===== src/rtl/pe_accum_2x2.sv =====
// pe_accum_2x2: sums the four signed PE products of each accepted beat, accumulates KLEN
// beats into one signed result and queues results in a show-ahead FIFO drained by
// valid/ready. The PE feeder is backpressured while the FIFO is full.
// Optional feature macro: PE_ACC_SAT_EN (saturating accumulation with a sticky sat flag);
// when undefined, arithmetic wraps and sat is tied low.
module pe_accum_2x2 #(
   parameter int unsigned BITS     = 8,
   parameter int unsigned ACC_BITS = 24,
   parameter int unsigned KLEN     = 9,
   parameter int unsigned DEPTH    = 4
) (
   input  logic                       clk,
   input  logic                       rst_n,
   input  logic                       en,
   input  logic                       clear,
   input  logic                       in_valid,
   output logic                       in_ready,
   input  logic signed [2*BITS-1:0]   pe_out0,
   input  logic signed [2*BITS-1:0]   pe_out1,
   input  logic signed [2*BITS-1:0]   pe_out2,
   input  logic signed [2*BITS-1:0]   pe_out3,
   output logic signed [ACC_BITS-1:0] out_data,
   output logic                       out_valid,
   input  logic                       out_ready,
   output logic                       busy,
   output logic                       sat
);

   localparam int unsigned PW = 2 * BITS;
   localparam int unsigned SW = PW + 2;
   localparam int unsigned CW = (KLEN > 1) ? $clog2(KLEN) : 1;
   localparam int unsigned AW = $clog2(DEPTH);
   localparam logic [CW-1:0] LAST_CNT = CW'(KLEN - 1);
   localparam logic [AW:0]   FULL_CNT = (AW + 1)'(DEPTH);

   typedef enum logic {StIdle, StAccum} state_e;

   state_e                state_q, state_d;
   logic [ACC_BITS-1:0]   acc_q, acc_d;
   logic [CW-1:0]         cnt_q, cnt_d;
   logic [ACC_BITS-1:0]   mem_q [DEPTH];
   logic [AW-1:0]         wr_ptr_q, rd_ptr_q;
   logic [AW:0]           count_q, count_d;
   logic [SW-1:0]         sum4;
   logic [ACC_BITS-1:0]   acc_sum;
   logic                  accept, push, pop, full, empty;

   assign full     = (count_q == FULL_CNT);
   assign empty    = (count_q == '0);
   assign in_ready = !full;
   assign accept   = en && in_valid && in_ready && !clear;
   assign pop      = !empty && out_ready;
   assign out_valid = !empty;
   assign out_data  = empty ? '0 : mem_q[rd_ptr_q];
   assign busy      = (state_q == StAccum);

   // Sign-extend each product by two bits so the four-way sum cannot overflow.
   always_comb begin
      sum4 = {{2{pe_out0[PW-1]}}, pe_out0} + {{2{pe_out1[PW-1]}}, pe_out1}
           + {{2{pe_out2[PW-1]}}, pe_out2} + {{2{pe_out3[PW-1]}}, pe_out3};
   end

`ifdef PE_ACC_SAT_EN
   logic [ACC_BITS:0] wide;
   logic              clamp;
   logic              sat_q;

   // One guard bit detects overflow; clamp to the nearest representable extreme.
   always_comb begin
      wide    = {acc_q[ACC_BITS-1], acc_q} + {{(ACC_BITS + 1 - SW){sum4[SW-1]}}, sum4};
      clamp   = 1'b0;
      acc_sum = wide[ACC_BITS-1:0];
      if (wide[ACC_BITS] != wide[ACC_BITS-1]) begin
         clamp   = 1'b1;
         acc_sum = wide[ACC_BITS] ? {1'b1, {(ACC_BITS - 1){1'b0}}}
                                  : {1'b0, {(ACC_BITS - 1){1'b1}}};
      end
   end

   // Sticky saturation flag, cleared only by reset.
   always_ff @(posedge clk or negedge rst_n) begin
      if (!rst_n) sat_q <= 1'b0;
      else if (accept && clamp) sat_q <= 1'b1;
   end

   assign sat = sat_q;
`else
   // Plain modulo-2^ACC_BITS accumulation.
   always_comb begin
      acc_sum = acc_q + {{(ACC_BITS - SW){sum4[SW-1]}}, sum4};
   end

   assign sat = 1'b0;
`endif

   // Window next-state: clear aborts and wins over a beat; the last beat pushes the result.
   always_comb begin
      state_d = state_q;
      acc_d   = acc_q;
      cnt_d   = cnt_q;
      push    = 1'b0;
      if (clear) begin
         state_d = StIdle;
         acc_d   = '0;
         cnt_d   = '0;
      end else if (accept) begin
         if (cnt_q == LAST_CNT) begin
            push    = 1'b1;
            state_d = StIdle;
            acc_d   = '0;
            cnt_d   = '0;
         end else begin
            state_d = StAccum;
            acc_d   = acc_sum;
            cnt_d   = cnt_q + CW'(1);
         end
      end
   end

   // Window state registers.
   always_ff @(posedge clk or negedge rst_n) begin
      if (!rst_n) begin
         state_q <= StIdle;
         acc_q   <= '0;
         cnt_q   <= '0;
      end else begin
         state_q <= state_d;
         acc_q   <= acc_d;
         cnt_q   <= cnt_d;
      end
   end

   // FIFO occupancy; push never coincides with full because in_ready gates accept.
   always_comb begin
      count_d = count_q;
      case ({push, pop})
         2'b10:   count_d = count_q + (AW + 1)'(1);
         2'b01:   count_d = count_q - (AW + 1)'(1);
         default: count_d = count_q;
      endcase
   end

   // FIFO pointers and occupancy registers.
   always_ff @(posedge clk or negedge rst_n) begin
      if (!rst_n) begin
         wr_ptr_q <= '0;
         rd_ptr_q <= '0;
         count_q  <= '0;
      end else begin
         if (push) wr_ptr_q <= wr_ptr_q + AW'(1);
         if (pop)  rd_ptr_q <= rd_ptr_q + AW'(1);
         count_q <= count_d;
      end
   end

   // FIFO storage; contents are don't-care while unoccupied, so no reset is needed.
   always_ff @(posedge clk) begin
      if (push) mem_q[wr_ptr_q] <= acc_sum;
   end

endmodule


===== config.mk =====
export PLATFORM = sky130hd
export DESIGN_NAME = pe_accum_2x2
export DESIGN_NICKNAME = d
export VERILOG_FILES = /design/src/rtl/pe_accum_2x2.sv
export SDC_FILE = /design/constraint.sdc
export NUM_CORES = 1
export LEC_CHECK = 0
export ABC_AREA = 1
export CAP_MARGIN = 20
export CORE_UTILIZATION = 57
export CTS_CLUSTER_SIZE = 14
export DETAILED_ROUTE_END_ITERATION = 8
export GPL_ROUTABILITY_DRIVEN = 0
export GPL_TIMING_DRIVEN = 0
export PLACE_DENSITY = 0.78
export SKIP_LAST_GASP = 1
export SLEW_MARGIN = 5
export SYNTH_ARGS = -nofsm -noshare
export SYNTH_HDL_FRONTEND = slang
export SYNTH_SLANG_ARGS = --single-unit
export TNS_END_PERCENT = 1

===== constraint.sdc =====
create_clock -name clk -period 3.6 [get_ports clk]
set_clock_uncertainty 0.05 [all_clocks]
set_input_delay 0.72 -clock clk [delete_from_list [all_inputs] [get_ports clk]]
set_output_delay 0.72 -clock clk [all_outputs]
set_load 0.01 [all_outputs]

-- Yosys cells after proc, flatten, opt, wreduce, memory -nomap -nowiden
Memories as Yosys holds them, arrays and structs flattened.
Cells that the tools add are included.
- equality and inequality tests: 4
- reduce and logical (&&, ||, !) cells: 10
- add/sub/neg operators: 9
- multiplexer cells: 16
- operator list (kind ; number):
    $mux W24 ; 4
    $add A24 B24 Y24 ; 1
    $add A17 B16 Y18 ; 1
    $add A18 B18 Y18 ; 1
    $add A16 B16 Y17 ; 1
    $mux W4 ; 3
    $mux W1 ; 8
    $pmux W3 S2 ; 1
    $add A2 B1 Y2 const B ; 2
    $add A4 B1 Y4 const B ; 1
    $eq A4 B4 Y1 const B ; 1
    $logic_and A1 B1 Y1 ; 4
    $reduce_bool A2 Y1 ; 2
    $add A3 B1 Y3 const B ; 1
    $eq A3 B3 Y1 const B ; 1
    $logic_not A1 Y1 ; 3
    $logic_not A3 Y1 ; 1
    $sub A3 B1 Y3 const B ; 1
    $eq A2 B1 Y1 const B ; 1
    $eq A2 B2 Y1 const B ; 1
- memories: 1
- output and inout bits: 28
- word-level logic and storage cells: 46
- register bits after elaboration: 36
- memory bits (writable): 96
- bits of input ports: 70
- memories (memory ; words ; bits a word ; read ports ; clocked after memory_dff ; wr ports ; RTL line ; source):
    mem_q ; 4 ; 24 ; 1 ; 0 ; 1 ; 41 ; logic [ACC_BITS-1:0] mem_q [DEPTH];

-- Depth between registers and ports, before layout
Gate-level depths: netlist of the first run.
- depth after elaboration: 8
- gate-level depth with buffers: 29
- mapped depth without buffers: 29

-- Worst setup path before layout of the first run
OpenSTA, ideal clock, no wires.
- path kind: in2reg
- start: in pe_out0[1]
- end: mem mem_q[0][21], data pin
- data arrival time: 4.357 ns
- data required time: 3.287 ns
- slack: -1.070 ns
- stages on the path: 26
- library setup time: 0.263 ns
- cells stage by stage: inv_1 > fa_1 > fa_1 > inv_1 > ha_1 > inv_1 > fa_1 > inv_1 > nand2_1 > nand2_1 > nand3_1 > nand2_1 > a21boi_1 > o21bai_1 > nand3_1 > nand3_1 > nand2_1 > ha_1 > nand2_1 > nor2_1 > inv_2 > nor3_1 > nand3_1 > nand3_1 > nand2_1 > and2_1
- word-level cells in the longest chain between the ends: 4
- ends and longest elaborated chain (item ; RTL line ; source):
    from (decl) ; 18 ; input logic signed [2*BITS-1:0] pe_out0,
    $add A16 B16 Y17 ; 59 ; sum4 = {{2{pe_out0[PW-1]}}, pe_out0} + {{2{pe_out1[PW-1]}}, pe_out1}
    $add A17 B16 Y18 ; 60 ; + {{2{pe_out2[PW-1]}}, pe_out2} + {{2{pe_out3[PW-1]}}, pe_out3};
    $add A18 B18 Y18 ; 60 ;
    $add A24 B24 Y24 ; 90 ; acc_sum = acc_q + {{(ACC_BITS - SW){sum4[SW-1]}}, sum4};
    via acc_sum[21] ; 45 ; logic [ACC_BITS-1:0] acc_sum;
    to (decl) ; 41 ;
The timed path passes the listed nets, and every way through them passes these cells.

-- Worst setup path after layout of the first run
- start: in pe_out2[14]
- end: mem mem_q[0][21], data pin
- word-level cells in the longest chain between the ends: 3
- ends and longest elaborated chain (item ; RTL line ; source):
    from (decl) ; 20 ; input logic signed [2*BITS-1:0] pe_out2,
    $add A17 B16 Y18 ; 60 ;
    $add A18 B18 Y18 ; 60 ;
    $add A24 B24 Y24 ; 90 ;
    via acc_sum[21] ; 45 ;
The timed path passes the listed nets, and every way through them passes these cells.

==> flow_summary_export.csv, run 1 <==
group,metric,value,unit
run_status,status,"finished, violations left",
run_status,violations,"design-rule violations, negative setup slack",
cells_and_area,num_antenna_cells,0,
setup_path,crit_path_top_delay_cell,"fa_1",
sta,hold_ws,0.220,ns
setup_path,critPathLaunchType,"primary input",
setup_path,path_delay_family,"adder cells",
cells_and_area,layout_common_cells,"133 x inv_1, 124 x nor2_1, 117 x nand2_1, 96 x edfxtp_1, 66 x clkdlybuf4s50_1",
clock_tree,cts_max_level,4,
setup_path,end_kind,"flop",
clock_tree,clkLatencyLatePin,0.41,ns
floorplanning,row_count,44,
setup_path,rrSetupSlack,1.04,ns
floorplanning,coreArea,14700,um^2
sta,slew_headroom,0.488,
clock_tree,cts_buffer_depth,2,
job,cap_violations,0,
setup_path,critical_path_class,"primary input to flop",
routing,firstDrtPassIters,9,
clock_tree,hold_buffers,0,
cells_and_area,syn_to_final_growth,35.5,%
setup_path,r2r_start,"count_q[0]$_DFFE_PN0P_",
synth,synthesis.nets,1128,
power,powerDensity,963,nW/um^2
setup_path,cpPeakStageDelay,0.50,ns
floorplanning,initial_core_util,0.589,
synth,synthArstFlopShare,0.273,
sta,hold_viol_final,0,
synth,synth-main-ff-cell,"edfxtp_1",
routing,wl_per_cell,17.1,um
grt,antenna_found_initial,0,
sta,finalSetupViolations,107,
routing,antenna_left,0,
floorplanning,die_w,125,um
grt,grt-ovfl-total,0,
placed_design,dp_hpwl,14.1,mm
floorplanning,die_area,15700,um^2
clock_tree,tritoncts,"done",
placed_design,placed_cell_area,10000,um^2
synth,syn_area,8660,um^2
routing,dr.first_iter.drc_count,676,
floorplanning,die_y,125,um
synth,synth_seq_cells,132,
clock_tree,clk_pin_slew,0.06,ns
sta,rsz0062_at_grt,"yes",
setup_path,reg2regPathDepth,7,
cells_and_area,stdcell_area,11700,um^2
sta,setup_slack,-1.04,ns
placed_design,dp_cells,1255,
cells_and_area,fin_util,0.798,
min_path,hp-class,"primary input to async pin",
cells_and_area,finalNetCount,1289,
grt,grtUsageTotal,0.295,
routing,drt-total-wl,22.7,mm
setup_path,critPathMaxFanout,8,
routing,dr_total_vias,7438,
floorplanning,io_pins,98,
synth,yosys_warnings,0,
routing,drcViolationCount,2,
power,p_leak,0.00524,uW
grt,grt_max_degree,37,
setup_path,r2r_end,"mem_q[2][20]$_DFFE_PP_",
clock_tree,root_buffer,"clkbuf_16",
sta,period_needed,4.64,ns
setup_path,worstPathCellList,"clkdlybuf4s50_1 > inv_1 > fa_1 > fa_1 > inv_1 > ha_4 > nand2_1 > nor2_4 > nand2_2 > nor2_2 > nor2_4 > nand2_2 > nand2_4 > nand2_8 > ha_4 > a21o_1 > a31oi_1 > a21boi_2 > nand4_1 > and2_4",
synth,synth-seq-area-share,0.437,
sta,final-max-slew-violation-count,0,
sta,fin_crit_sh,1.29,
cells_and_area,mostFrequentLayoutCell,"inv_1",
setup_path,critPathBufInv,3,
clock_tree,cts_buffers,17,
synth,post_synth.cell_area_avg,8.92,um^2
grt,grt_pass1_vias,7481,
synth,synth_edf_count,96,
setup_path,critPathRequiredTime,3.71,ns
grt,grt_first_pass_wirelength,36.3,mm
power,irDropWorstVdd,0.541,mV
setup_path,crit_arrival,4.75,ns
clock_tree,clock_sinks,132,
placed_design,buffer_ports.inserted,96,
synth,synthCells,970,
routing,drt-vias-per-instance,5.60,
cells_and_area,finalNonFillerCells,1328,
sta,tightest_slew,0.768,ns
cells_and_area,drive_gt1_frac,0.240,
synth,ys_types,45,
sta,max_freq,0.216,GHz
power,p_total,11300,uW
-- logic make-up (layout without fill, tap and decap cells) --
family                     after synthesis  after routing  share of synthesized area
other                                    1              1                   0.000433
and+or+nand+nor                        362            362                      0.178
buffers and inverters                  192            366                     0.0851
adders and majority gates               88             88                      0.158
DFF                                    132            132                      0.437
xor gates and xnor gates                33             33                     0.0351
AOI/OAI and AO/OA                      162            162                      0.107
-- layer usage --
layer | wire [um] | track usage
met1 | 8740 | 0.357
met3 | 1370 | 0.0432
met2 | 11900 | 0.542
met4 | 728 | 0.0947
met5 | 0 | 0
-- where the power goes --
group          switching (uW)  internal, uW
registers                 110          2290
clock network             662          1040
logic                    4310          2880
total                    5080          6210
-- worst max-delay path by stage --
stage           startpoint  cells past startpoint                endpoint
2_1_floorplan   pe_out2[1]                     26  mem_q[0][20]$_DFFE_PP_
3_3_place_gp    pe_out2[1]                     25  mem_q[0][23]$_DFFE_PP_
5_1_grt        pe_out0[13]                     22  mem_q[0][22]$_DFFE_PP_
4_1_cts         pe_out2[1]                     27  mem_q[0][22]$_DFFE_PP_
3_5_place_dp    pe_out2[1]                     25  mem_q[0][23]$_DFFE_PP_
6_report       pe_out2[14]                     20  mem_q[0][21]$_DFFE_PP_
-- worst reg2reg max path, cell delays in order (launching register included) --
cell	delay (ns)
dfrtp_1	0.40
inv_1	0.10
nand3_1	0.12
nand3_1	0.13
nor2_1	0.25
nand2_1	0.30
nor2_2	0.68
buf_16	0.23
-- registers in the layout, summed over array words and instances, names as in the netlist --
| signal | flops |
|---|---|
| rd_ptr_q | 2 |
| busy | 1 |
| wr_ptr_q | 2 |
| count_q | 3 |
| acc_q | 24 |
| cnt_q | 4 |
| mem_q | 96 |
-- cell usage after synthesis (4+ instances only) --
| master | n | area (um^2) |
|---|---|---|
| a21o_1 | 5 | 37.5 |
| or2_1 | 4 | 25.0 |
| nand2_1 | 145 | 544 |
| nand2_2 | 5 | 31.3 |
| a21oi_2 | 4 | 35.0 |
| and2_1 | 9 | 56.3 |
| nor2_1 | 137 | 514 |
| xor2_1 | 18 | 158 |
| inv_1 | 160 | 601 |
| o21ai_0 | 67 | 335 |
| nor3_1 | 4 | 20.0 |
| clkbuf_1 | 14 | 52.6 |
| a21oi_1 | 56 | 280 |
| o21ai_1 | 6 | 30.0 |
| fa_1 | 35 | 701 |
| o21bai_1 | 5 | 37.5 |
| a22o_1 | 7 | 61.3 |
| nand4_1 | 7 | 43.8 |
| xnor2_1 | 13 | 114 |
| nand3_1 | 39 | 195 |
| buf_2 | 4 | 20.0 |
| inv_2 | 9 | 33.8 |
| edfxtp_1 | 96 | 2880 |
| ha_1 | 53 | 663 |
| dfrtp_1 | 36 | 901 |
-- timing repair --
item | 4_1_cts | 5_1_grt
buffers inserted | 31 | 11
pin swaps | 118 | 44
gates cloned | 0 | 0
gates resized for setup | 195 | 35
endpoints found under the setup margin | 111 | 117
-- final cells by class --
class | instances | area (um^2)
well taps | 184 | 230
multi-input cells | 646 | 5030
flip-flops and latches | 132 | 3780
clock inverters | 13 | 134
clock buffers | 19 | 443
plain buffers | 23 | 103
fillers | 896 | 2970
inverters | 169 | 644
repair buffers | 142 | 1360
-- metrics by stage --
step           TNS (ns)  setup WS (ns)
4_1_cts          -63.81         -0.848
5_1_grt          -98.09          -1.19
3_3_place_gp    -198.64          -2.01
2_1_floorplan    -59.63         -0.926
3_5_place_dp    -170.38          -2.11
6_report         -78.71          -1.04
(Power assumes the default switching activity.)
==> run 2: changes to the inputs <==
CTS_CLUSTER_DIAMETER = 40   (was not set)
==> results of run 2 <==
The final DEF is identical to that of run 1; final timing and power are the same.
